**config.mk**
```make
export PLATFORM = sky130hd
export DESIGN_NAME = mac_rr_scheduler
export DESIGN_NICKNAME = d
export VERILOG_FILES = /design/src/rtl/mac_pkg.sv /design/src/rtl/mac_rr_arbiter.sv /design/src/rtl/mac_rr_scheduler.sv
export SDC_FILE = /design/constraint.sdc
export NUM_CORES = 1
export LEC_CHECK = 0
export CAP_MARGIN = 20
export CORE_MARGIN = 2
export CORE_UTILIZATION = 40
export DETAILED_ROUTE_END_ITERATION = 8
export PLACE_DENSITY = 0.75
export SYNTH_ARGS = -nofsm -noshare
export SYNTH_HDL_FRONTEND = slang
export SYNTH_SLANG_ARGS = --single-unit
```
**constraint.sdc**
```tcl
create_clock -name clk -period 2.55 [get_ports clk]
set_input_delay 0.51 -clock clk [delete_from_list [all_inputs] [get_ports clk]]
set_output_delay 0.51 -clock clk [all_outputs]
set_load 0.1 [all_outputs]
```
**src/rtl/mac_pkg.sv**
```systemverilog
// rtl/mac_pkg.sv - shared types and defaults for the MAC round-robin scheduler
package mac_pkg;

  localparam int MAC_DW = 4;
  localparam int MAC_SW = 12;

  typedef enum logic [1:0] {
    ST_IDLE  = 2'd0,
    ST_GRANT = 2'd1,
    ST_RUN   = 2'd2,
    ST_RESP  = 2'd3
  } sched_state_t;

  // Next round-robin pointer after serving idx, wrapping at n.
  function automatic int unsigned rr_next(input int unsigned idx, input int unsigned n);
    return (idx + 1 >= n) ? 0 : idx + 1;
  endfunction

endpackage

```
**src/rtl/mac_rr_arbiter.sv**
```systemverilog
// rtl/mac_rr_arbiter.sv - combinational round-robin pick: rotate, priority-encode, rotate back
module mac_rr_arbiter #(
  parameter int N_REQ = 4,
  parameter int PW    = $clog2(N_REQ)
) (
  input  logic [N_REQ-1:0] i_req,
  input  logic [PW-1:0]    i_ptr,
  output logic [N_REQ-1:0] o_gnt,
  output logic [PW-1:0]    o_idx,
  output logic             o_any
);

  logic [N_REQ-1:0] w_rot;
  logic [PW-1:0]    w_enc;
  logic             w_found;

  // Bit 0 of w_rot is the requester the pointer currently favours.
  always_comb begin
    w_rot = '0;
    for (int i = 0; i < N_REQ; i++) begin
      w_rot[i] = i_req[(i + int'(i_ptr)) % N_REQ];
    end
  end

  always_comb begin
    w_enc   = '0;
    w_found = 1'b0;
    for (int i = N_REQ - 1; i >= 0; i--) begin
      if (w_rot[i]) begin
        w_enc   = PW'(i);
        w_found = 1'b1;
      end
    end
  end

  assign o_idx = PW'((int'(w_enc) + int'(i_ptr)) % N_REQ);
  assign o_any = w_found;

  always_comb begin
    o_gnt = '0;
    if (w_found) begin
      o_gnt[o_idx] = 1'b1;
    end
  end

endmodule

```
**src/rtl/mac_rr_scheduler.sv**
```systemverilog
// rtl/mac_rr_scheduler.sv - shares one MAC among N_REQ requesters with round-robin grant and watchdog
module mac_rr_scheduler
  import mac_pkg::*;
#(
  parameter int N_REQ  = 4,
  parameter int DW     = MAC_DW,
  parameter int SW     = MAC_SW,
  parameter int TO_CYC = 64
) (
  input  logic               clk,
  input  logic               rst,
  input  logic [N_REQ-1:0]   req,
  input  logic [N_REQ*DW-1:0] req_a,
  input  logic [N_REQ*DW-1:0] req_b,
  output logic [N_REQ-1:0]   gnt,
  output logic [N_REQ-1:0]   rsp_vld,
  output logic [SW-1:0]      rsp_sum,
  output logic               rsp_err,
  output logic               busy,
  output logic               mac_go,
  output logic [DW-1:0]      mac_a,
  output logic [DW-1:0]      mac_b,
  input  logic               mac_done,
  input  logic [SW-1:0]      mac_sum
);

  localparam int PW  = (N_REQ > 1) ? $clog2(N_REQ) : 1;
  localparam int WDW = $clog2(TO_CYC) + 1;

  sched_state_t     r_state;
  logic [PW-1:0]    r_ptr;
  logic [PW-1:0]    r_owner;
  logic [N_REQ-1:0] r_owner_oh;
  logic [WDW-1:0]   r_wd;
  logic [N_REQ-1:0] r_gnt;
  logic [N_REQ-1:0] r_rsp_vld;
  logic [SW-1:0]    r_rsp_sum;
  logic             r_rsp_err;
  logic             r_mac_go;
  logic [DW-1:0]    r_mac_a;
  logic [DW-1:0]    r_mac_b;

  logic [N_REQ-1:0] w_win_oh;
  logic [PW-1:0]    w_win_idx;
  logic             w_win_any;
  logic [PW-1:0]    w_ptr_next;
  logic             w_wd_expired;

  mac_rr_arbiter #(
    .N_REQ (N_REQ),
    .PW    (PW)
  ) u_arb (
    .i_req (req),
    .i_ptr (r_ptr),
    .o_gnt (w_win_oh),
    .o_idx (w_win_idx),
    .o_any (w_win_any)
  );

  assign w_ptr_next   = PW'(rr_next(int'(r_owner), N_REQ));
  assign w_wd_expired = (r_wd == WDW'(TO_CYC - 1));

  // wd reads 0 in GRANT and counts up through RUN, so the abort lands TO_CYC cycles after gnt.
  always_ff @(posedge clk) begin
    if (!rst) begin
      r_state    <= ST_IDLE;
      r_ptr      <= '0;
      r_owner    <= '0;
      r_owner_oh <= '0;
      r_wd       <= '0;
      r_gnt      <= '0;
      r_rsp_vld  <= '0;
      r_rsp_sum  <= '0;
      r_rsp_err  <= 1'b0;
      r_mac_go   <= 1'b0;
      r_mac_a    <= '0;
      r_mac_b    <= '0;
    end else begin
      r_gnt     <= '0;
      r_rsp_vld <= '0;
      case (r_state)
        ST_IDLE: begin
          if (w_win_any) begin
            r_owner    <= w_win_idx;
            r_owner_oh <= w_win_oh;
            r_mac_a    <= req_a[w_win_idx*DW +: DW];
            r_mac_b    <= req_b[w_win_idx*DW +: DW];
            r_gnt      <= w_win_oh;
            r_mac_go   <= 1'b1;
            r_wd       <= '0;
            r_state    <= ST_GRANT;
          end
        end
        ST_GRANT: begin
          r_ptr   <= w_ptr_next;
          r_wd    <= r_wd + WDW'(1);
          r_state <= ST_RUN;
        end
        ST_RUN: begin
          r_wd <= r_wd + WDW'(1);
          if (mac_done) begin
            r_rsp_sum <= mac_sum;
            r_rsp_err <= 1'b0;
            r_rsp_vld <= r_owner_oh;
            r_mac_go  <= 1'b0;
            r_state   <= ST_RESP;
          end else if (w_wd_expired) begin
            r_rsp_sum <= '0;
            r_rsp_err <= 1'b1;
            r_rsp_vld <= r_owner_oh;
            r_mac_go  <= 1'b0;
            r_state   <= ST_RESP;
          end
        end
        ST_RESP: begin
          r_state <= ST_IDLE;
        end
        default: begin
          r_state  <= ST_IDLE;
          r_mac_go <= 1'b0;
        end
      endcase
    end
  end

  assign gnt     = r_gnt;
  assign rsp_vld = r_rsp_vld;
  assign rsp_sum = r_rsp_sum;
  assign rsp_err = r_rsp_err;
  assign busy    = (r_state != ST_IDLE);
  assign mac_go  = r_mac_go;
  assign mac_a   = r_mac_a;
  assign mac_b   = r_mac_b;

endmodule

```
==> results_dict.tcl, run 1 <==
set metrics [dict create \
    finalClockSkew_ps 13.3 \
    post_drt_wl_per_cell_um 14.6 \
    setup_viol 0 \
    final_antenna_net_count 0 \
    end_kind "register" \
    final_layout_size_suffix_gt1_frac 0.282 \
    syn-num-nets 308 \
    path_clk_slew_ps 90 \
    p_switching_w 0.00242 \
    power_density_nw_per_um2 1340 \
    ys.flop_type "dfxtp_1" \
    maxSlewHeadroom 0.688 \
    pre_cts_ws_ps -250 \
    cpPeakStageDelay_ps 480 \
    path_buf_inv 2 \
    fillers 455 \
    ff2ff_path_depth 7 \
    post-synth-top-area-cell "dfxtp_1" \
    ys_seq_area_frac 0.394 \
    sw_frac_of_total 0.489 \
    synthArstFlopShare 0 \
    first_global_vias 2016 \
    p_seq_frac 0.214 \
    nets 397 \
    fmaxAchievable_mhz 406 \
    n_antenna_cell 0 \
    cts_root_buffer "clkbuf_8" \
    hpwlAfterDp_mm 3.99 \
    area_growth_pct 55.0 \
    whs_path_depth 2 \
    critPathMaxFanout 8 \
    dpl-instance-area_um2 3250 \
    drc 0 \
    io_pins 82 \
    port_buffers 81 \
    die_h_um 81.3 \
    grt_max_degree 45 \
    netlist.area_leader.share 0.394 \
    worst_pin_slew_ps 465 \
    holdWs_ps 476 \
    period_minus_slack_ps 2460 \
    holdCritPathClass "register to register" \
    hold_violations 0 \
    hold_end "r_owner_oh[1]" \
    pwr-share-clk 0.112 \
    r2r_slack_ps 190 \
    worst_path_dominant_cell_family "buffers and inverters" \
    crit_path_start_kind "primary input" \
    outcome "finished clean" \
    avgSynthCellArea_um2 9.55 \
    drt_iter0_drc 94 \
    grt_usage 0.170 \
    dp.cells 403 \
    die_x_um 81.3 \
    combPwrFrac 0.674 \
    cts_buffer_depth 2 \
    grt-ovfl-total 0 \
    vias_per_cell 5.42 \
    vias 2248 \
    path_cells "clkdlybuf4s50_1, nor2_1, or4_1, o2111ai_2, ha_4, clkbuf_16, mux2i_2, a221oi_1, o221a_1" \
    rr_endpoint "mac_a[1]" \
    fp-row-count 28 \
    clock_latency_ps 300 \
    fin_crit_sh 0.965 \
    drv_cap 0 \
    p_leak_nw 1.42 \
    firstDrtPassIters 4 \
    rsz0062_at_grt "no" \
    syn_inst 250 \
    cts_buffers 5 \
    synth_cell_types 44 \
    final_max_slew_viol_count 0 \
    antenna_found_initial 0 \
    design_area_um2 3700 \
    crit_path_top_delay_cell "clkdlybuf4s50_1" \
    grt_pass1_wl_mm 8.92 \
    critical_path_class "primary input to register" \
    start_util 0.408 \
    cp_data_required_time_ps 2800 \
    htreeDepth 2 \
    cts_tree "built" \
    ys_seq_elements 47 \
    peakVddDrop_mv 0.878 \
    netlist_top_cells_area "dfxtp_1 39%, mux2i_1 7.5%, a221oi_1 5.9%" \
    ys_warn_count 0 \
    setup_slack_ps 89.3 \
    clock-sinks 47 \
    worstReg2RegStart "r_ptr[0]" \
    tns_ps 0 \
    p_int_w 0.00253 \
    synth_enable_flop_cells 0 \
    syn_area_um2 2390 \
    arrival_ps 2710 \
    totalWireLength_mm 6.07 \
    final_cells 415 \
    hp-start "r_owner_oh[1]" \
    core_area_um2 5850 \
    dieArea_um2 6610 \
    gp_congestion 0.737 \
]
-- flip-flops by register name, summed over array words and instances (netlist names) --
register	count
rsp_err	1
r_owner_oh	4
rsp_sum	12
gnt	4
mac_go	1
mac_b	4
mac_a	4
r_wd	7
rsp_vld	4
r_state	2
r_ptr	2
r_owner	2
-- synthesized netlist by cell type, types with 6 or more instances --
cell type and instances:
dfxtp_1 47, a21oi_1 6, nand2_1 12, nor2_1 15, nor2b_1 16, o221a_1 8
nand3_1 8, ha_1 7, a221oi_1 16, o21ai_0 11, mux2i_1 18, a22oi_1 12
clkbuf_1 9
-- routing by layer --
layer / global-route usage / part of all wire
met1: 0.208 / 0.42
met5: 0 / 0
met3: 0.0467 / 0.074
met2: 0.289 / 0.49
met4: 0.0542 / 0.020
-- layout by cell type, fill, tap and decap left out, types with 4 or more instances in the layout --
master / n
dfxtp_1: 47
clkdlybuf4s50_1: 47
buf_4: 46
nor2b_1: 16
nor2_1: 15
nand2_1: 12
a22oi_1: 12
a221oi_2: 12
mux2i_4: 11
o21ai_0: 10
nand3_1: 8
o221a_1: 8
a21oi_1: 6
ha_1: 6
nor3_1: 5
and3_1: 5
clkbuf_8: 5
inv_1: 4
nand2b_1: 4
mux2i_2: 4
a221oi_1: 4
-- how the worst max path moves through the flow --
| stage | endpoint | cells past startpoint | from | slack [ps] |
|---|---|---|---|---|
| floorplan | mac_a[0] | 10 | req[0] | 70 |
| global placement | mac_a[0] | 11 | req[2] | -190 |
| detailed placement | mac_b[0] | 11 | req[2] | -250 |
| CTS | mac_a[3] | 11 | req[2] | 70 |
| global route | mac_a[1] | 9 | req[1] | 20 |
| finish | mac_a[1] | 9 | req[1] | 90 |
-- kinds of logic (layout without fill, tap and decap cells) --
family	after synthesis	after routing	synth area share
buffers and inverters	24	114	0.0555
muxes	18	18	0.0754
AOI/OAI and AO/OA	72	72	0.236
and+or+nand+nor	78	78	0.180
DFF	47	47	0.394
xor gates and xnor gates	4	4	0.0225
adders and majority gates	7	7	0.0367
-- metrics by stage --
stage,utilization,power [W]
after CTS,0.575,0.00428
after global routing,0.633,0.00518
after floorplan,-,0.00314
after global placement,0.556,0.00367
after detailed placement,0.556,0.00371
final,0.633,0.00495
-- what timing repair did --
| action | in CTS | in global routing |
|---|---|---|
| setup endpoints to repair | 0 | 13 |
| gates resized for setup | 0 | 46 |
| buffers inserted | 0 | 2 |
| hold buffers | 0 | 0 |
-- worst min-delay path, stage by stage, from the launching register on --
cell	delay [ps]
dfxtp_1	320
nand3_1	60
o21ai_1	60
-- area by class of cell --
| cell class | instances | area (um2) | area share |
|---|---|---|---|
| Clock buffer | 5 | 68.8 | 0.0186 |
| Clock inverter | 3 | 46.3 | 0.0125 |
| Inverter | 4 | 15.0 | 0.00406 |
| Multi-Input combinational cell | 179 | 1560 | 0.422 |
| Sequential cell | 47 | 941 | 0.254 |
| Tap cell | 75 | 93.8 | 0.0254 |
| Timing Repair Buffer | 102 | 975 | 0.263 |
-- power by group through the flow --
stage	clock [W]	sequential, W	combinational [W]
2_1_floorplan	0	0.00185	0.00129
3_3_place_gp	0	0.00106	0.00261
3_5_place_dp	0	0.00106	0.00265
4_1_cts	0.000568	0.00105	0.00266
5_1_grt	0.000599	0.00108	0.00350
6_report	0.000555	0.00106	0.00334
No activity file was read; power rests on OpenSTA's default activity.
==> inputs of run 2 (changes only) <==
--- a/config.mk
+++ b/config.mk
@@ -7,9 +7,8 @@
 export LEC_CHECK = 0
 export CAP_MARGIN = 20
 export CORE_MARGIN = 2
-export CORE_UTILIZATION = 40
+export CORE_UTILIZATION = 30
 export DETAILED_ROUTE_END_ITERATION = 8
-export PLACE_DENSITY = 0.75
 export SYNTH_ARGS = -nofsm -noshare
 export SYNTH_HDL_FRONTEND = slang
 export SYNTH_SLANG_ARGS = --single-unit
==> run 2 against run 1 <==
- cell area down 0.14%
- largest cell class unchanged
- count of clock-buffer cells in the layout up 1
- non-clock buffer count up 4
- largest power group unchanged
- fmax up 3.6%
- highest routed layer unchanged
- register-to-register slack about the same
- via count down 2.0%
- critical path depth down 1
- sequential cell count unchanged
==> results_dict.tcl, run 2 (synthesized netlist as in run 1, its figures left out) <==
set metrics [dict create \
    outcome "finished clean" \
    worst_pin_slew_ps 533 \
    combPwrFrac 0.663 \
    crit_path_start_kind "register" \
    die_h_um 93.2 \
    r2r_slack_ps 180 \
    holdWs_ps 461 \
    holdCritPathClass "register to register" \
    hold_end "r_owner_oh[3]" \
    die_x_um 93.2 \
    fin_crit_sh 0.931 \
    fillers 716 \
    post_drt_wl_per_cell_um 13.7 \
    hp-start "r_owner_oh[3]" \
    clock_latency_ps 300 \
    hold_violations 0 \
    firstDrtPassIters 4 \
    peakVddDrop_mv 0.843 \
    rr_endpoint "mac_b[3]" \
    vias_per_cell 4.94 \
    area_growth_pct 54.7 \
    final_antenna_net_count 0 \
    totalWireLength_mm 6.10 \
    whs_path_depth 2 \
    ff2ff_path_depth 8 \
    final_cell_mix "53 x buf_4, 47 x dfxtp_1, 46 x clkdlybuf4s50_1" \
    nets 401 \
    start_util 0.309 \
    worstReg2RegStart "r_ptr[0]" \
    largest_reg_flops 12 \
    vias 2204 \
    first_global_vias 2036 \
    arrival_ps 2570 \
    power_density_nw_per_um2 1310 \
    io_pins 82 \
    setup_viol 0 \
    critPathMaxFanout 12 \
    dpl-instance-area_um2 3310 \
    final_layout_size_suffix_gt1_frac 0.276 \
    htreeDepth 2 \
    design_area_um2 3700 \
    n_antenna_cell 0 \
    p_int_w 0.00248 \
    clock-sinks 47 \
    period_minus_slack_ps 2370 \
    cts_buffers 5 \
    cp_data_required_time_ps 2750 \
    pwr-share-clk 0.119 \
    grt-ovfl-total 0 \
    holdBufCountCts 0 \
    path_clk_slew_ps 90 \
    critical_path_class "register to register" \
    cts_buffer_depth 2 \
    power_w 0.00485 \
    end_kind "register" \
    drv_cap 0 \
    fp-row-count 32 \
    cts_root_buffer "clkbuf_8" \
    grt_max_degree 20 \
    hpwlAfterDp_mm 4.36 \
    cts_tree "built" \
    p_switching_w 0.00236 \
    sw_frac_of_total 0.488 \
    final_max_slew_viol_count 0 \
    dieArea_um2 8690 \
    maxSlewHeadroom 0.644 \
    p_seq_frac 0.218 \
    drc 0 \
    rsz0062_at_grt "no" \
    final_common_cell "buf_4" \
    port_buffers 81 \
    grt_usage 0.136 \
    fmaxAchievable_mhz 421 \
    grt_pass1_wl_mm 9.43 \
    p_leak_nw 1.44 \
    core_area_um2 7730 \
    drt_iter0_drc 40 \
    antenna_found_initial 0 \
    finalClockSkew_ps 7.45 \
    gp_congestion 0.783 \
]
## run 2: cell count changes in the layout (fill, tap and decap cells not counted), sizes merged
cell,before,now
dlymetal6s2s,3,4
clkdlybuf4s50,47,46
clkinvlp,1,0
buf,50,55
## run 2: area by class of cell
class | count | area (um2) | area share
Multi-Input combinational cell | 179 | 1520 | 0.411
Timing Repair Buffer | 106 | 973 | 0.263
Inverter | 4 | 15.0 | 0.00406
Clock buffer | 6 | 82.6 | 0.0223
Sequential cell | 47 | 941 | 0.255
Tap cell | 102 | 128 | 0.0345
Clock inverter | 2 | 38.8 | 0.0105
## run 2: metrics by stage
stage	setup WS [ps]	setup TNS (ps)	util	instances
2_1_floorplan	65.4	0	-	250
3_3_place_gp	-284	-3740	0.428	435
3_5_place_dp	-334	-4700	0.428	435
4_1_cts	2.00	0	0.444	443
5_1_grt	51.7	0	0.478	446
6_report	175	0	0.478	446
## run 2: worst max-delay path by stage
stage | endpoint | startpoint | depth (start not counted)
after CTS | mac_b[2] | req[3] | 10
final | mac_b[3] | r_ptr[0] | 8
after floorplan | mac_a[0] | req[0] | 10
after global routing | mac_a[2] | r_ptr[0] | 8
after global placement | mac_b[2] | req[3] | 10
after detailed placement | mac_a[3] | req[3] | 10
## run 2: metal layers
metal / GRT usage / part of all wire
met1: 0.166 / 0.45
met2: 0.227 / 0.47
met3: 0.0451 / 0.077
met4: 0.0404 / 0.012
met5: 0 / 0
## run 2: power by group through the flow
stage	sequential, W	combinational (W)	clock [W]
after global routing	0.00108	0.00340	0.000628
after detailed placement	0.00106	0.00270	0
final	0.00105	0.00321	0.000577
after global placement	0.00106	0.00268	0
after floorplan	0.00185	0.00129	0
after CTS	0.00105	0.00272	0.000598
## run 2: what timing repair did
item                                    CTS  global route
gates resized for setup                   1            37
pin swaps                                 0             7
cloned                                    0             1
buffers inserted                          0             2
endpoints found under the setup margin    1            15
## run 2: critical path, stage by stage, from the launching register on
cell and delay [ps]:
dfxtp_1 610, nor3_1 110, o21ai_0 210, o2111ai_2 190
ha_4 350, clkbuf_16 180, mux2i_2 280, a221oi_1 120
o221a_1 230
